## src/rtl/if_id_stage_if.sv

```systemverilog
// Handshake and data bundle between the fetch/IF-ID stage and its surroundings:
// decode control, hazard unit, instruction memory and the decode stage.
interface if_id_stage_if;
  logic [1:0]  PC_src;
  logic [31:0] branch_target;
  logic [31:0] jr_target;
  logic        stall;
  logic [31:0] imem_addr;
  logic [31:0] imem_data;
  logic [31:0] IF_pc;
  logic [31:0] ID_instruction;
  logic [31:0] ID_pc_plus4;
  logic        ID_valid;

  modport slave (
    input  PC_src,
    input  branch_target,
    input  jr_target,
    input  stall,
    input  imem_data,
    output imem_addr,
    output IF_pc,
    output ID_instruction,
    output ID_pc_plus4,
    output ID_valid
  );

  modport master (
    output PC_src,
    output branch_target,
    output jr_target,
    output stall,
    output imem_data,
    input  imem_addr,
    input  IF_pc,
    input  ID_instruction,
    input  ID_pc_plus4,
    input  ID_valid
  );
endinterface

```

## src/rtl/if_id_stage.sv

```systemverilog
// Fetch stage and IF/ID pipeline latch: PC register, next-PC selection,
// stall/flush priority and the registered instruction handed to decode.
module if_id_stage #(
  parameter logic [31:0] RESET_PC = 32'h0000_0000,
  parameter logic [31:0] NOP_WORD = 32'h0000_0000
) (
  input  logic          clk,
  input  logic          reset,
  if_id_stage_if.slave  bus
);

  logic [31:0] pc_q, pc_d;
  logic [31:0] instr_q, instr_d;
  logic [31:0] pp4_q, pp4_d;
  logic        valid_q, valid_d;

  logic [31:0] pc_plus4_s;
  logic [31:0] jump_target_s;
  logic [31:0] next_pc_s;
  logic        redirect_s;

  assign pc_plus4_s    = pc_q + 32'd4;
  assign jump_target_s = {pp4_q[31:28], instr_q[25:0], 2'b00};
  assign redirect_s    = (bus.PC_src != 2'b00);

  // Next-PC selection from the decode controller's source code
  always_comb begin
    next_pc_s = pc_plus4_s;
    case (bus.PC_src)
      2'b00:   next_pc_s = pc_plus4_s;
      2'b01:   next_pc_s = bus.branch_target;
      2'b10:   next_pc_s = jump_target_s;
      2'b11:   next_pc_s = bus.jr_target;
      default: next_pc_s = pc_plus4_s;
    endcase
  end

  // Next state: a taken branch beats stall (it is older); stall beats j/jr
  always_comb begin
    pc_d    = pc_q;
    instr_d = instr_q;
    pp4_d   = pp4_q;
    valid_d = valid_q;
    if (bus.PC_src == 2'b01) begin
      pc_d    = bus.branch_target;
      instr_d = NOP_WORD;
      pp4_d   = 32'h0000_0000;
      valid_d = 1'b0;
    end else if (bus.stall) begin
      pc_d    = pc_q;
      instr_d = instr_q;
      pp4_d   = pp4_q;
      valid_d = valid_q;
    end else if (redirect_s) begin
      pc_d    = next_pc_s;
      instr_d = NOP_WORD;
      pp4_d   = 32'h0000_0000;
      valid_d = 1'b0;
    end else begin
      pc_d    = pc_plus4_s;
      instr_d = bus.imem_data;
      pp4_d   = pc_plus4_s;
      valid_d = 1'b1;
    end
  end

  // PC and IF/ID latch registers with synchronous reset
  always_ff @(posedge clk) begin
    if (reset) begin
      pc_q    <= RESET_PC;
      instr_q <= NOP_WORD;
      pp4_q   <= 32'h0000_0000;
      valid_q <= 1'b0;
    end else begin
      pc_q    <= pc_d;
      instr_q <= instr_d;
      pp4_q   <= pp4_d;
      valid_q <= valid_d;
    end
  end

  assign bus.imem_addr      = pc_q;
  assign bus.IF_pc          = pc_q;
  assign bus.ID_instruction = instr_q;
  assign bus.ID_pc_plus4    = pp4_q;
  assign bus.ID_valid       = valid_q;

endmodule

```

## src/flat_wrapper.sv

```systemverilog
// flat-port wrapper written by rule: the top's interface ports become plain ports
module if_id_stage_flat 
#(
  parameter logic [31:0] RESET_PC = 32'h0000_0000,
  parameter logic [31:0] NOP_WORD = 32'h0000_0000
)
  (clk, reset, bus_PC_src, bus_branch_target, bus_jr_target, bus_stall, bus_imem_data, bus_imem_addr, bus_IF_pc, bus_ID_instruction, bus_ID_pc_plus4, bus_ID_valid);
  if_id_stage_if bus_i ();
  input  logic clk;
  input  logic reset;
  input wire logic [$bits(bus_i.PC_src)-1:0] bus_PC_src;
  input wire logic [$bits(bus_i.branch_target)-1:0] bus_branch_target;
  input wire logic [$bits(bus_i.jr_target)-1:0] bus_jr_target;
  input wire logic [$bits(bus_i.stall)-1:0] bus_stall;
  input wire logic [$bits(bus_i.imem_data)-1:0] bus_imem_data;
  output wire logic [$bits(bus_i.imem_addr)-1:0] bus_imem_addr;
  output wire logic [$bits(bus_i.IF_pc)-1:0] bus_IF_pc;
  output wire logic [$bits(bus_i.ID_instruction)-1:0] bus_ID_instruction;
  output wire logic [$bits(bus_i.ID_pc_plus4)-1:0] bus_ID_pc_plus4;
  output wire logic [$bits(bus_i.ID_valid)-1:0] bus_ID_valid;
  assign bus_i.PC_src = bus_PC_src;
  assign bus_i.branch_target = bus_branch_target;
  assign bus_i.jr_target = bus_jr_target;
  assign bus_i.stall = bus_stall;
  assign bus_i.imem_data = bus_imem_data;
  assign bus_imem_addr = bus_i.imem_addr;
  assign bus_IF_pc = bus_i.IF_pc;
  assign bus_ID_instruction = bus_i.ID_instruction;
  assign bus_ID_pc_plus4 = bus_i.ID_pc_plus4;
  assign bus_ID_valid = bus_i.ID_valid;
  if_id_stage #(.RESET_PC(RESET_PC), .NOP_WORD(NOP_WORD)) u_core (.clk(clk), .reset(reset), .bus(bus_i));
endmodule
```

## config.mk

```make
export PLATFORM = sky130hd
export DESIGN_NAME = if_id_stage_flat
export DESIGN_NICKNAME = d
export VERILOG_FILES = /design/src/rtl/if_id_stage_if.sv /design/src/rtl/if_id_stage.sv /design/src/flat_wrapper.sv
export SDC_FILE = /design/constraint.sdc
export NUM_CORES = 1
export LEC_CHECK = 0
export ABC_AREA = 1
export CAP_MARGIN = 10
export CORE_UTILIZATION = 35
export CTS_BUF_LIST = sky130_fd_sc_hd__clkbuf_4 sky130_fd_sc_hd__clkbuf_8 sky130_fd_sc_hd__clkbuf_16
export CTS_CLUSTER_SIZE = 10
export DETAILED_ROUTE_END_ITERATION = 8
export PLACE_DENSITY = 0.79
export SLEW_MARGIN = 20
export SYNTH_ARGS = -nofsm -noshare
export SYNTH_HDL_FRONTEND = slang
export SYNTH_SLANG_ARGS = --single-unit
export TNS_END_PERCENT = 5
```

## constraint.sdc

```tcl
create_clock -name clk -period 2.2 [get_ports clk]
set_input_delay 0.33 -clock clk [delete_from_list [all_inputs] [get_ports clk]]
set_output_delay 0.33 -clock clk [all_outputs]
set_load 0.005 [all_outputs]
```

==> run_results.csv <==
group,metric,value,unit
yosys,synth_top_cells_by_area,"sky130_fd_sc_hd__dfxtp_1 (36%), sky130_fd_sc_hd__nand2_1 (22%), sky130_fd_sc_hd__a21oi_1 (7.8%), sky130_fd_sc_hd__buf_4 (4.9%), sky130_fd_sc_hd__o21ai_0 (3.8%)",
die,die_height,126,µm
clocking,clkTransAtPathRegs,0.07,ns
setup_path,critical_path.max_fanout,12,
die,die-width,126,µm
worst_hold_path,hp-class,"input pin to flip-flop",
yosys,synth_sequential_area_ratio,36.0,%
route,vias,5905,
clocking,clock_latency_reported_for_the_late_side_of_the_worst_skew_pair,0.35,ns
die,std_cell_rows,45,
sta,clock.fmax,540,MHz
yosys,synth.ff_latch_count,97,
yosys,synth-async-reset-ratio,0,%
yosys,yosysTopAreaCell,"sky130_fd_sc_hd__dfxtp_1",
grt,global_route_wire_length_before_repair,30300,µm
placed_design,hpwl,14700,µm
route,drtIter0Drc,350,
route,drt_first_pass_iters,5,
setup_path,setup_slack_reg_to_reg,0.42,ns
pwr,vdd_drop_max,0.346,mV
sta,rsz0062_at_grt,"no",
pwr,power.internal,3.34,mW
placed_design,dp_slack,0.0631,ns
clocking,clk_root_buffer_cell,"sky130_fd_sc_hd__clkbuf_16",
sta,final-max-slew-violation-count,0,
die,ios,230,
cells_and_area,final_core_util,53.2,%
setup_path,cp_data_arrival_time,2.09,ns
setup_path,crit_required,2.44,ns
sta,timing.setup.tns,0,ns
placed_design,globalplace.congestion,0.898,
clocking,cts.repair.resized,0,
yosys,number_of_flops_mapped_to_enable_cells_by_yosys,0,
placed_design,dp.cells,1169,
cells_and_area,final_cell_count_no_fill,1186,
sta,timing.max_slew.rel_slack,60.6,%
yosys,synth_area,5400,µm²
route,finalWirelength,19300,µm
yosys,synthesis.nets,903,
yosys,yosysWarningCount,0,
sta,worst_slew_pin_slew,0.590,ns
die,core_area,15100,µm²
setup_path,timing.reg2reg.worst_path_depth,8,
pwr,power_switching,1.20,mW
die,start_util,35.7,%
job,timing.max_cap.violations,0,
sta,setup_violations,0,
clocking,cts_buffer_depth,2,
yosys,syn-instance-count,801,
grt,grt_use_total,24.5,%
cells_and_area,post_route_cells_drive_above_1_share,9.23,%
sta,final_hold_viol_count,0,
pwr,leakage,2.99,nW
pwr,combPwrFrac,19.2,%
pwr,swShare,26.4,%
yosys,synthesis.area_per_instance,6.74,µm²
run_status,status,"finished clean",
yosys,yosysUniqueCellTypes,32,
yosys,synth_top_cell_area_share,36.0,%
clocking,tritoncts_sink_count,97,
clocking,tritoncts,"done",
route,detail_route_antenna_nets,0,
clocking,cts.hold.buffers_added,0,
yosys,synth.cells.most_frequent,"sky130_fd_sc_hd__nand2_1 (312), sky130_fd_sc_hd__dfxtp_1 (97), sky130_fd_sc_hd__a21oi_1 (84), sky130_fd_sc_hd__inv_1 (45), sky130_fd_sc_hd__o21ai_0 (41)",
placed_design,place.port_buffers,229,
route,via_per_inst,4.98,
cells_and_area,design.final.nets,1094,
setup_path,startpoint_types,"input pin",
pwr,clkPwrFrac,38.5,%
setup_path,worstReg2RegStart,"u_core.bus.IF_pc[4]",
grt,grt_overflow_total,0,
pwr,p_per_area,563,nW/µm²
clocking,h-tree-depth,3,
route,detailed_route_drc_error_count,0,
yosys,synth_ff_type,"sky130_fd_sc_hd__dfxtp_1",
setup_path,worstReg2RegEnd,"u_core.bus.IF_pc[16]",
grt,pin_count_of_the_biggest_net_entering_global_routing,48,
sta,final.period_utilization,84.1,%
clocking,clock_buffers_created_by_tritoncts,9,
clocking,post_cts.repair.setup_buffers,0,
yosys,synth.most_common_cell,"sky130_fd_sc_hd__nand2_1",
cells_and_area,area_growth,49.2,%
setup_path,setup.worst_path.start,"bus_PC_src[1]",
setup_path,critical_path_start_end_classification,"input pin to flip-flop",
die,dieArea,15900,µm²
sta,finalWorstSetupSlack,0.349,ns
pwr,pwr-share-seq,42.4,%
sta,timing.clock.skew,0.00675,ns
route,wl_per_cell,16.3,µm
sta,min_period,1.85,ns
cells_and_area,total_of_fill_cells_in_the_finished_design,1475,
setup_path,cp-end-kind,"flip-flop",
setup_path,worst_setup_path_endpoint,"u_core.bus.IF_pc[12]",
grt,grt_pass1_vias,5551,
grt,grt_antenna_before_repair,1,
==> routing by layer <==
layer	track usage, %	vias to the layer above	wire length [µm]
li1	-	2935	-
met1	32.9	2703	8790
met2	37.7	235	8690
met3	5.48	32	1310
met4	10.3	0	516
met5	0	-	0
==> per-stage QoR <==
stage          hold WS, ns  power, mW  cell area (µm²)
4_1_cts              0.316       4.55             8060
3_3_place_gp         0.448       2.81             7730
5_1_grt              0.374       4.71             8060
2_1_floorplan        0.453       2.33             5400
3_5_place_dp         0.451       2.82             7730
6_report             0.333       4.53             8060
==> worst min path at each step <==
stage,start,endpoint,slack (ns),cells after the start
after global routing,bus_stall,u_core.bus.ID_pc_plus4[28],0.37,3
after global placement,u_core.bus.ID_pc_plus4[5],u_core.bus.ID_pc_plus4[5],0.45,2
after floorplan,u_core.bus.ID_pc_plus4[5],u_core.bus.ID_pc_plus4[5],0.45,2
after detailed placement,u_core.bus.ID_pc_plus4[5],u_core.bus.ID_pc_plus4[5],0.45,2
after CTS,bus_stall,u_core.bus.ID_pc_plus4[28],0.32,3
final,bus_stall,u_core.bus.ID_pc_plus4[28],0.33,3
==> flip-flops by register name (all words and copies together) (netlist names) <==
signal / flops
u_core.bus.ID_pc_plus4: 32
u_core.bus.ID_instruction: 32
u_core.bus.IF_pc: 32
u_core.bus.ID_valid: 1
==> cell usage in the layout, fill, tap and decap left out, drive strengths merged, types with 2 or more instances in the layout <==
cell type / n
xnor2: 6
a31oi: 4
clkbuf: 11
xor2: 9
clkinv: 4
a41oi: 5
bufinv: 2
nor2: 51
nand3b: 3
a21oi: 91
inv: 51
nand3: 19
dfxtp: 97
buf: 26
clkdlybuf4s50: 228
o21ai: 41
o221ai: 10
nand2: 323
a221oi: 12
==> power by group through the flow <==
stage / clock network [mW] / registers [mW] / logic [mW]
after floorplan: 0 / 1.94 / 0.393
after global placement: 0 / 1.96 / 0.854
after CTS: 1.77 / 1.92 / 0.867
final: 1.74 / 1.92 / 0.869
after detailed placement: 0 / 1.96 / 0.862
after global routing: 1.84 / 1.93 / 0.945
==> logic make-up (layout without fill, tap and decap cells) <==
logic type / Yosys count / in the layout / synth area share (%)
AND/OR/NAND/NOR: 397 / 397 / 31.3
AO/OA/AOI/OAI: 165 / 165 / 17.8
buffers and inverters: 126 / 322 / 11.5
flip-flops: 97 / 97 / 36.0
XOR/XNOR: 15 / 15 / 3.13
adder cells (fa/ha/maj): 1 / 1 / 0.232
other: 0 / 1 / 0
==> worst max-delay path, cell delays in order <==
cell	delay (ns)
sky130_fd_sc_hd__clkdlybuf4s50_1	0.57
sky130_fd_sc_hd__nand2_1	0.14
sky130_fd_sc_hd__inv_1	0.20
sky130_fd_sc_hd__a221oi_1	0.60
sky130_fd_sc_hd__nand2_1	0.10
sky130_fd_sc_hd__nand2_1	0.09
sky130_fd_sc_hd__a21oi_2	0.05
==> area by class of cell <==
cell class	instances	area, µm²	share of cell area [%]
multi-input combinational	578	2840	35.2
tap	188	235	2.92
clock buffer	11	246	3.06
timing repair buffer	254	2520	31.3
antenna	1	2.50	0.0310
clock inverter	5	78.8	0.978
inverter	52	195	2.42
sequential	97	1940	24.1
(Power assumes the default switching activity.)
